[src/rtl/counter_countdown_pkg.sv]
// counter_countdown_pkg: shared control bundle, counter state encoding and width helper
package counter_countdown_pkg;
  typedef enum logic [1:0] {
    IDLE = 2'd0,
    RUN  = 2'd1,
    DONE = 2'd2
  } state_t;
  typedef struct packed {
    logic clk;
    logic rst;
  } data_control_t;
  function automatic logic data_control_clock(data_control_t c);
    return c.clk;
  endfunction
  function automatic logic data_control_reset(data_control_t c);
    return c.rst;
  endfunction
  // Bits needed for values 0..n-1, never less than one
  function automatic int util_math_log2(int n);
    int r = 1;
    while ((1 << r) < n) r++;
    return r;
  endfunction
endpackage

[src/rtl/counter_countdown_delay_arr.sv]
// counter_countdown_delay_arr: D-stage clearable register delay line (D=0 is a wire)
module counter_countdown_delay_arr #(
  parameter int W = 1,
  parameter int D = 0
) (
  input  logic         clk,
  input  logic         rst,
  input  logic [W-1:0] din,
  output logic [W-1:0] dout
);
  if (D == 0) begin : g_pass
    assign dout = din;
  end else begin : g_pipe
    logic [D*W-1:0] sr;
    always_ff @(posedge clk) sr <= rst ? '0 : (D*W)'({sr, din});
    assign dout = sr[D*W-1 -: W];
  end
endmodule

[src/rtl/counter_countdown.sv]
// counter_countdown: loadable one-shot/periodic down-counter with terminal tick and delayed outputs
module counter_countdown
  import counter_countdown_pkg::*;
#(
  parameter int MAX   = 16,
  parameter int WIDTH = util_math_log2(MAX),
  parameter int DELAY = 0
) (
  input  data_control_t    ctrl,
  input  logic [WIDTH-1:0] d,
  input  logic             load,
  input  logic             start,
  input  logic             stop,
  input  logic             enable,
  input  logic             periodic,
  output logic [WIDTH-1:0] q,
  output logic             busy,
  output logic             expired,
  output logic             tick
);
  localparam logic [WIDTH-1:0] top_val = WIDTH'(MAX - 1);
  logic clk, rst;
  state_t state, state_n;
  logic [WIDTH-1:0] count, count_n, reload, reload_n, d_c;
  logic tk, tk_n;
  assign clk = data_control_clock(ctrl);
  assign rst = data_control_reset(ctrl);
  assign d_c = ({1'b0, d} >= (WIDTH+1)'(MAX)) ? top_val : d;
  always_comb begin
    state_n  = state;
    count_n  = count;
    reload_n = reload;
    tk_n     = 1'b0;
    if (load) begin
      count_n  = d_c;
      reload_n = d_c;
    end else if (stop && state == RUN) begin
      state_n = IDLE;
    end else if (start) begin
      count_n = reload;
      state_n = RUN;
    end else if (state == RUN && enable) begin
      if (count != '0) begin
        count_n = count - 1'b1;
      end else begin
        tk_n    = 1'b1;
        count_n = periodic ? reload : '0;
        state_n = periodic ? RUN : DONE;
      end
    end
  end
  always_ff @(posedge clk) begin
    if (rst) begin
      state  <= IDLE;
      count  <= '0;
      reload <= '0;
      tk     <= 1'b0;
    end else begin
      state  <= state_n;
      count  <= count_n;
      reload <= reload_n;
      tk     <= tk_n;
    end
  end
  counter_countdown_delay_arr #(.W(WIDTH + 3), .D(DELAY)) u_delay (
    .clk  (clk),
    .rst  (rst),
    .din  ({count, state == RUN, state == DONE, tk}),
    .dout ({q, busy, expired, tick})
  );
endmodule
[config.mk]
export PLATFORM = sky130hd
export DESIGN_NAME = counter_countdown
export DESIGN_NICKNAME = d
export VERILOG_FILES = /design/src/rtl/counter_countdown_pkg.sv /design/src/rtl/counter_countdown_delay_arr.sv /design/src/rtl/counter_countdown.sv
export SDC_FILE = /design/constraint.sdc
export NUM_CORES = 1
export LEC_CHECK = 0
export CAP_MARGIN = 20
export CORE_MARGIN = 3
export CORE_UTILIZATION = 50
export CTS_CLUSTER_SIZE = 16
export DETAILED_ROUTE_END_ITERATION = 10
export GPL_ROUTABILITY_DRIVEN = 0
export HOLD_SLACK_MARGIN = 0.06
export PLACE_DENSITY = 0.81
export SYNTH_ARGS = -nofsm -noshare
export SYNTH_HDL_FRONTEND = slang
export SYNTH_SLANG_ARGS = --single-unit
[constraint.sdc]
create_clock -name ctrl -period 2.9 [get_ports ctrl]
set_input_delay 0.58 -clock ctrl [delete_from_list [all_inputs] [get_ports ctrl]]
set_output_delay 0.58 -clock ctrl [all_outputs]
set_load 0.02 [all_outputs]
==> flow_summary_export.csv, run 1 <==
group,metric,value,unit
logic_synthesis,synth_fp_nets,92,
grt,grt_pass1_vias,699,
timing,setup_tns,0,ns
logic_synthesis,async_flop_share,0,%
status,status,"completed",
timing,final-max-slew-violation-count,0,
logic_synthesis,ys_top_cells_by_area,"dfxtp_1 (32%), a21oi_1 (9.5%), nand2_1 (4.9%)",
setup_path,startpoint,"state[0]$_SDFFE_PP0P_",
logic_synthesis,yosysMostFrequentCell,"a21oi_1",
setup_path,regToRegSetupSlack,1.27,ns
setup_path,arrival,1.62,ns
logic_synthesis,yosys_warnings,0,
cts,cts_tree,"yes",
setup_path,r2r_start,"count[0]$_SDFFE_PP0P_",
route,drc,0,
logic_synthesis,yosys-top-cells-count,"a21oi_1 (13), dfxtp_1 (11), nand2_1 (9)",
cells_and_area,regArea,220,sq um
floorplanning,core-area,1200,sq um
timing,fin_crit_sh,75.7,%
worst_hold_path,min_path_type,"clk -> reg",
placement,numPortBuffers,16,
setup_path,worstPathMaxFanout,8,
logic_synthesis,synth_area,686,sq um
timing,fin_worst_skew,0.00501,ns
placement,hpwl,1150,microns
cts,post_cts_resized,0,
timing,worstMarginPinSlew,0.569,ns
setup_path,slowest_stage,"clkdlybuf4s50_1",
logic_synthesis,yosysTopAreaCell,"dfxtp_1",
timing,setup_viol,0,
grt,grt_pass1_wl,2750,microns
cts,path_clk_slew,0.07,ns
logic_synthesis,synth.distinct_cells,35,
logic_synthesis,synth_seq_cells,11,
grt,antenna_found_initial,0,
timing,fmax,455,MHz
timing,hold_viol_final,0,
logic_synthesis,syn_area_per_cell,8.57,sq um
logic_synthesis,yosysSeqAreaShare,32.1,%
timing,post-route-min-period,2.20,ns
route,drt_iter0_markers,17,
setup_path,slowest_delay,0.63,ns
grt,grt_overflow,0,
route,vias_per_cell,5.80,
cells_and_area,fill_cells,103,
floorplanning,dieArea,1850,sq um
setup_path,startpoint_type,"flop",
floorplanning,dieHeight,43.0,microns
timing,worst_slack,0.703,ns
cts,clk_latency,0.27,ns
cells_and_area,nets,113,
cells_and_area,drive_above_1_share,14.9,%
floorplanning,dieWidth,43.0,microns
setup_path,cp-end-kind,"primary output",
power_and_ir_drop,p_per_area,1040,nW/um^2
cts,post_cts_buffers,0,
logic_synthesis,synthCells,80,
cells_and_area,multi_input_area,434,sq um
setup_path,cp_top_family,"buffers and inverters",
logic_synthesis,synth-edff-count,0,
power_and_ir_drop,power.leakage,0.327,nW
cells_and_area,antennaDiodeCount,0,
logic_synthesis,synth-main-ff-cell,"dfxtp_1",
power_and_ir_drop,irDropWorstVdd,0.000731,V
grt,grt_usage,21.5,%
setup_path,worstSetupPathType,"reg -> out",
cts,cts_hold_buffers,0,
setup_path,path_cells,"nor2b_4 > clkdlybuf4s50_1",
logic_synthesis,synth_top_area_share,32.1,%
floorplanning,start_util,57.1,%
worst_hold_path,hold_start,"ctrl[0]",
grt,grt_max_degree,18,
cells_and_area,area_delta_synth_final,31.2,%
timing,maxSlewHeadroom,62.0,%
placement,pre_cts_ws,0.683,ns
timing,rsz0062_at_grt,"no",
floorplanning,fp-row-count,12,
setup_path,worstPathRequired,2.32,ns
route,drtPass1Iterations,4,
floorplanning,io_pins,18,
route,vias,667,
flow_run,timing.max_cap.violations,0,
setup_path,path_buf_inv,1,
route,postRouteWirelength,1650,microns
route,drtAntennaViolNets,0,
route,wl_per_cell,14.3,microns
per-layer routing:
layer	track usage, %	wire [microns]	share of wire [%]	vias up
li1	-	-	-	337
met1	22.4	739	45	299
met2	25.1	723	44	25
met3	20.3	155	9.4	6
met4	17.5	28	1.7	0
met5	0	0	0	-
layout by cell type (no fill, tap or decap):
master / n
nand2_1: 9
a2bb2oi_1: 1
a32oi_2: 1
a211oi_2: 1
nand3_1: 1
inv_1: 4
clkbuf_4: 6
ha_1: 1
nand4b_1: 1
nand4bb_1: 1
nand3b_1: 2
nor2b_4: 1
o21ai_1: 3
nor3b_4: 1
dfxtp_1: 11
o32a_1: 1
a31oi_1: 1
nor4b_1: 1
nand2b_1: 4
o41ai_1: 2
clkdlybuf4s50_1: 16
inv_2: 1
nor2_1: 5
a221oi_2: 1
mux2i_1: 1
or2b_1: 1
o21a_1: 1
a32o_1: 1
o211ai_1: 1
clkbuf_1: 1
a211oi_1: 1
a21oi_1: 13
mux2_4: 1
nor3_2: 1
nor2b_1: 2
a21oi_2: 1
state kept, by name, indices dropped and copies added, names as in the netlist:
register / count
count: 4
reload: 4
state: 2
tk: 1
worst reg2reg max path, delay by kind of cell, from the launching register on:
family / cells / cell delay [ns]
AND/OR/NAND/NOR: 3 / 0.85
buffers and inverters: 1 / 0.07
flip-flops: 1 / 0.36
adder cells (fa/ha/maj): 1 / 0.24
final cells by class:
type / instances / share of cell area (%)
inverters: 4 / 1.67
well taps: 14 / 1.95
multi-input cells: 62 / 48.3
clock buffers: 7 / 5.42
flip-flops and latches: 11 / 24.5
clock inverters: 1 / 0.417
repair buffers: 16 / 17.8
path summary, 6_finish.rpt:
| check | depth (start not counted) | endpoint |
|---|---|---|
| min reg2reg | 2 | reload[0]$_SDFFE_PP0P_ |
| min | 3 | state[1]$_SDFFE_PP0P_ |
| max | 2 | busy |
| max reg2reg | 5 | tk$_SDFF_PP0_ |
stage by stage:
stage | util [%] | cell area [sq um] | total power, mW | instances | hold WS, ns
2_1_floorplan | - | 686 | 0.615 | 80 | 0.0773
5_1_grt | 74.9 | 900 | 1.01 | 115 | 0.0944
3_3_place_gp | 70.5 | 847 | 0.708 | 107 | 0.0646
4_1_cts | 74.9 | 900 | 0.943 | 115 | 0.0888
3_5_place_dp | 70.5 | 847 | 0.714 | 107 | 0.0646
6_report | 74.9 | 900 | 0.937 | 115 | 0.0929
cells by family after synthesis:
kind of cell    synth area share (%)
compound gates                  30.3
flops                           32.1
simple gates                    27.6
buf+inv                         4.56
mux                             3.65
fa+ha+maj                       1.82
report_power, final:
part | internal [mW] | switching (mW) | total, mW
Sequential | 0.214 | 0.0700 | 0.284
Clock | 0.126 | 0.129 | 0.254
Combinational | 0.202 | 0.196 | 0.399
Total | 0.542 | 0.395 | 0.937
No activity file was read; power rests on OpenSTA's default activity.
==> run 2: changes to the inputs <==
--- a/config.mk
+++ b/config.mk
@@ -7,12 +7,12 @@
 export LEC_CHECK = 0
 export CAP_MARGIN = 20
 export CORE_MARGIN = 3
-export CORE_UTILIZATION = 50
+export CORE_UTILIZATION = 42
 export CTS_CLUSTER_SIZE = 16
 export DETAILED_ROUTE_END_ITERATION = 10
 export GPL_ROUTABILITY_DRIVEN = 0
 export HOLD_SLACK_MARGIN = 0.06
-export PLACE_DENSITY = 0.81
+export PLACE_DENSITY = 0.72
 export SYNTH_ARGS = -nofsm -noshare
 export SYNTH_HDL_FRONTEND = slang
 export SYNTH_SLANG_ARGS = --single-unit
==> constraint.sdc (replaced) <==
create_clock -name ctrl -period 1.8 [get_ports ctrl]
set_input_delay 0.36 -clock ctrl [delete_from_list [all_inputs] [get_ports ctrl]]
set_output_delay 0.36 -clock ctrl [all_outputs]
set_load 0.02 [all_outputs]
==> flow_summary_export.csv, run 2 (synthesis gave the netlist of run 1 again) <==
group,metric,value,unit
flow_run,timing.max_cap.violations,0,
power_and_ir_drop,finalPower,1.54,mW
power_and_ir_drop,p_per_area,1610,nW/um^2
cts,path_clk_slew,0.07,ns
timing,rsz0062_at_grt,"no",
cells_and_area,final_common_cell,"a21oi_1",
route,vias_per_cell,5.94,
grt,grt_pass1_vias,735,
timing,worstMarginPinSlew,0.323,ns
setup_path,worstSetupEndpoint,"q[0]",
floorplanning,dieWidth,46.4,microns
cts,post_cts_buffers,0,
timing,fmax,592,MHz
setup_path,worstSetupPathType,"reg -> out",
cells_and_area,area_delta_synth_final,39.2,%
floorplanning,core-area,1420,sq um
grt,grt_usage,19.4,%
timing,setup_viol,0,
cts,cts_tree,"yes",
timing,setup_tns,0,ns
setup_path,slowest_stage,"clkdlybuf4s50_1",
setup_path,cp_top_family,"buffers and inverters",
power_and_ir_drop,irDropWorstVdd,0.00131,V
power_and_ir_drop,power.leakage,0.388,nW
cts,post_cts_resized,3,
placement,numPortBuffers,16,
grt,antenna_found_initial,0,
worst_hold_path,min_path_type,"clk -> reg",
floorplanning,dieArea,2150,sq um
timing,whs,0.0984,ns
setup_path,path_depth,1,
cells_and_area,drive_above_1_share,20.4,%
cells_and_area,reg_top3,"count x4, reload x4, state x2",
route,drt_iter0_markers,29,
placement,postPlaceCellArea,901,sq um
floorplanning,io_pins,18,
route,wl_per_cell,14.7,microns
cells_and_area,layout_common_cells,"a21oi_1 (13), clkdlybuf4s50_1 (12), dfxtp_1 (11), nand2_1 (9), buf_4 (7)",
setup_path,cp-end-kind,"primary output",
setup_path,path_buf_inv,1,
timing,final-max-slew-violation-count,0,
route,postRouteWirelength,1810,microns
setup_path,regToRegSetupSlack,0.19,ns
floorplanning,start_util,48.5,%
setup_path,worstPathRequired,1.44,ns
setup_path,slowest_delay,0.64,ns
setup_path,r2r_start,"count[0]$_SDFFE_PP0P_",
cells_and_area,antennaDiodeCount,0,
setup_path,path_cells,"clkdlybuf4s50_1",
setup_path,startpoint,"count[0]$_SDFFE_PP0P_",
timing,fin_crit_sh,93.9,%
setup_path,startpoint_type,"flop",
floorplanning,fp-row-count,13,
grt,grt_max_degree,10,
timing,post-route-min-period,1.69,ns
cts,cts_hold_buffers,0,
floorplanning,dieHeight,46.4,microns
route,drc,0,
cells_and_area,fin_area,955,sq um
placement,hpwl,1240,microns
grt,grt_pass1_wl,2840,microns
setup_path,reg2reg_to,"state[1]$_SDFFE_PP0P_",
timing,hold_viol_final,0,
route,drtPass1Iterations,4,
route,vias,731,
status,status,"completed",
cts,clk_latency,0.27,ns
cells_and_area,utilization,67.5,%
grt,grt_overflow,0,
setup_path,reg2reg_depth,6,
route,drtAntennaViolNets,0,
cells_and_area,nets,120,
timing,maxSlewHeadroom,78.5,%
setup_path,worstPathMaxFanout,5,
timing,fin_worst_skew,0.00163,ns
setup_path,arrival,1.33,ns
## run 2: worst min path at each step
stage	start	cells past startpoint	end	slack, ns
after global routing	ctrl[0]	3	reload[1]$_SDFFE_PP0P_	0.12
final	ctrl[0]	3	state[1]$_SDFFE_PP0P_	0.1
after floorplan	ctrl[0]	1	tk$_SDFF_PP0_	0.08
after CTS	ctrl[0]	3	state[1]$_SDFFE_PP0P_	0.10
after global placement	ctrl[0]	1	state[1]$_SDFFE_PP0P_	0.06
after detailed placement	ctrl[0]	1	state[1]$_SDFFE_PP0P_	0.06
## run 2: metal layers
metal | wire length, microns | global-route usage [%] | vias up | part of all wire [%]
met5 | 0 | 0 | - | 0
met2 | 759 | 24.2 | 36 | 42
li1 | - | - | 349 | -
met3 | 189 | 15.6 | 4 | 10
met4 | 17 | 14.8 | 0 | 0.94
met1 | 842 | 21.2 | 342 | 47
## run 2: through the flow
stage | setup slack [ns] | cells
finish | 0.110 | 123
global route | 0.0202 | 123
CTS | 0.0315 | 123
detailed placement | 0.0157 | 115
global placement | 0.0564 | 115
floorplan | 0.287 | 80
## run 2: report_power, final
group	switching [mW]	internal [mW]	leakage [nW]
sequential	0.103	0.344	0.0906
combinational	0.337	0.324	0.247
clock	0.225	0.206	0.0503
## run 2: layout make-up
class / count / area [sq um]
clock buffer: 7 / 48.8
fill: 132 / 460
inverter: 4 / 15.0
multi-input combinational: 62 / 434
timing repair buffer: 23 / 211
sequential: 11 / 220
clock inverter: 1 / 6.26
tap: 15 / 18.8
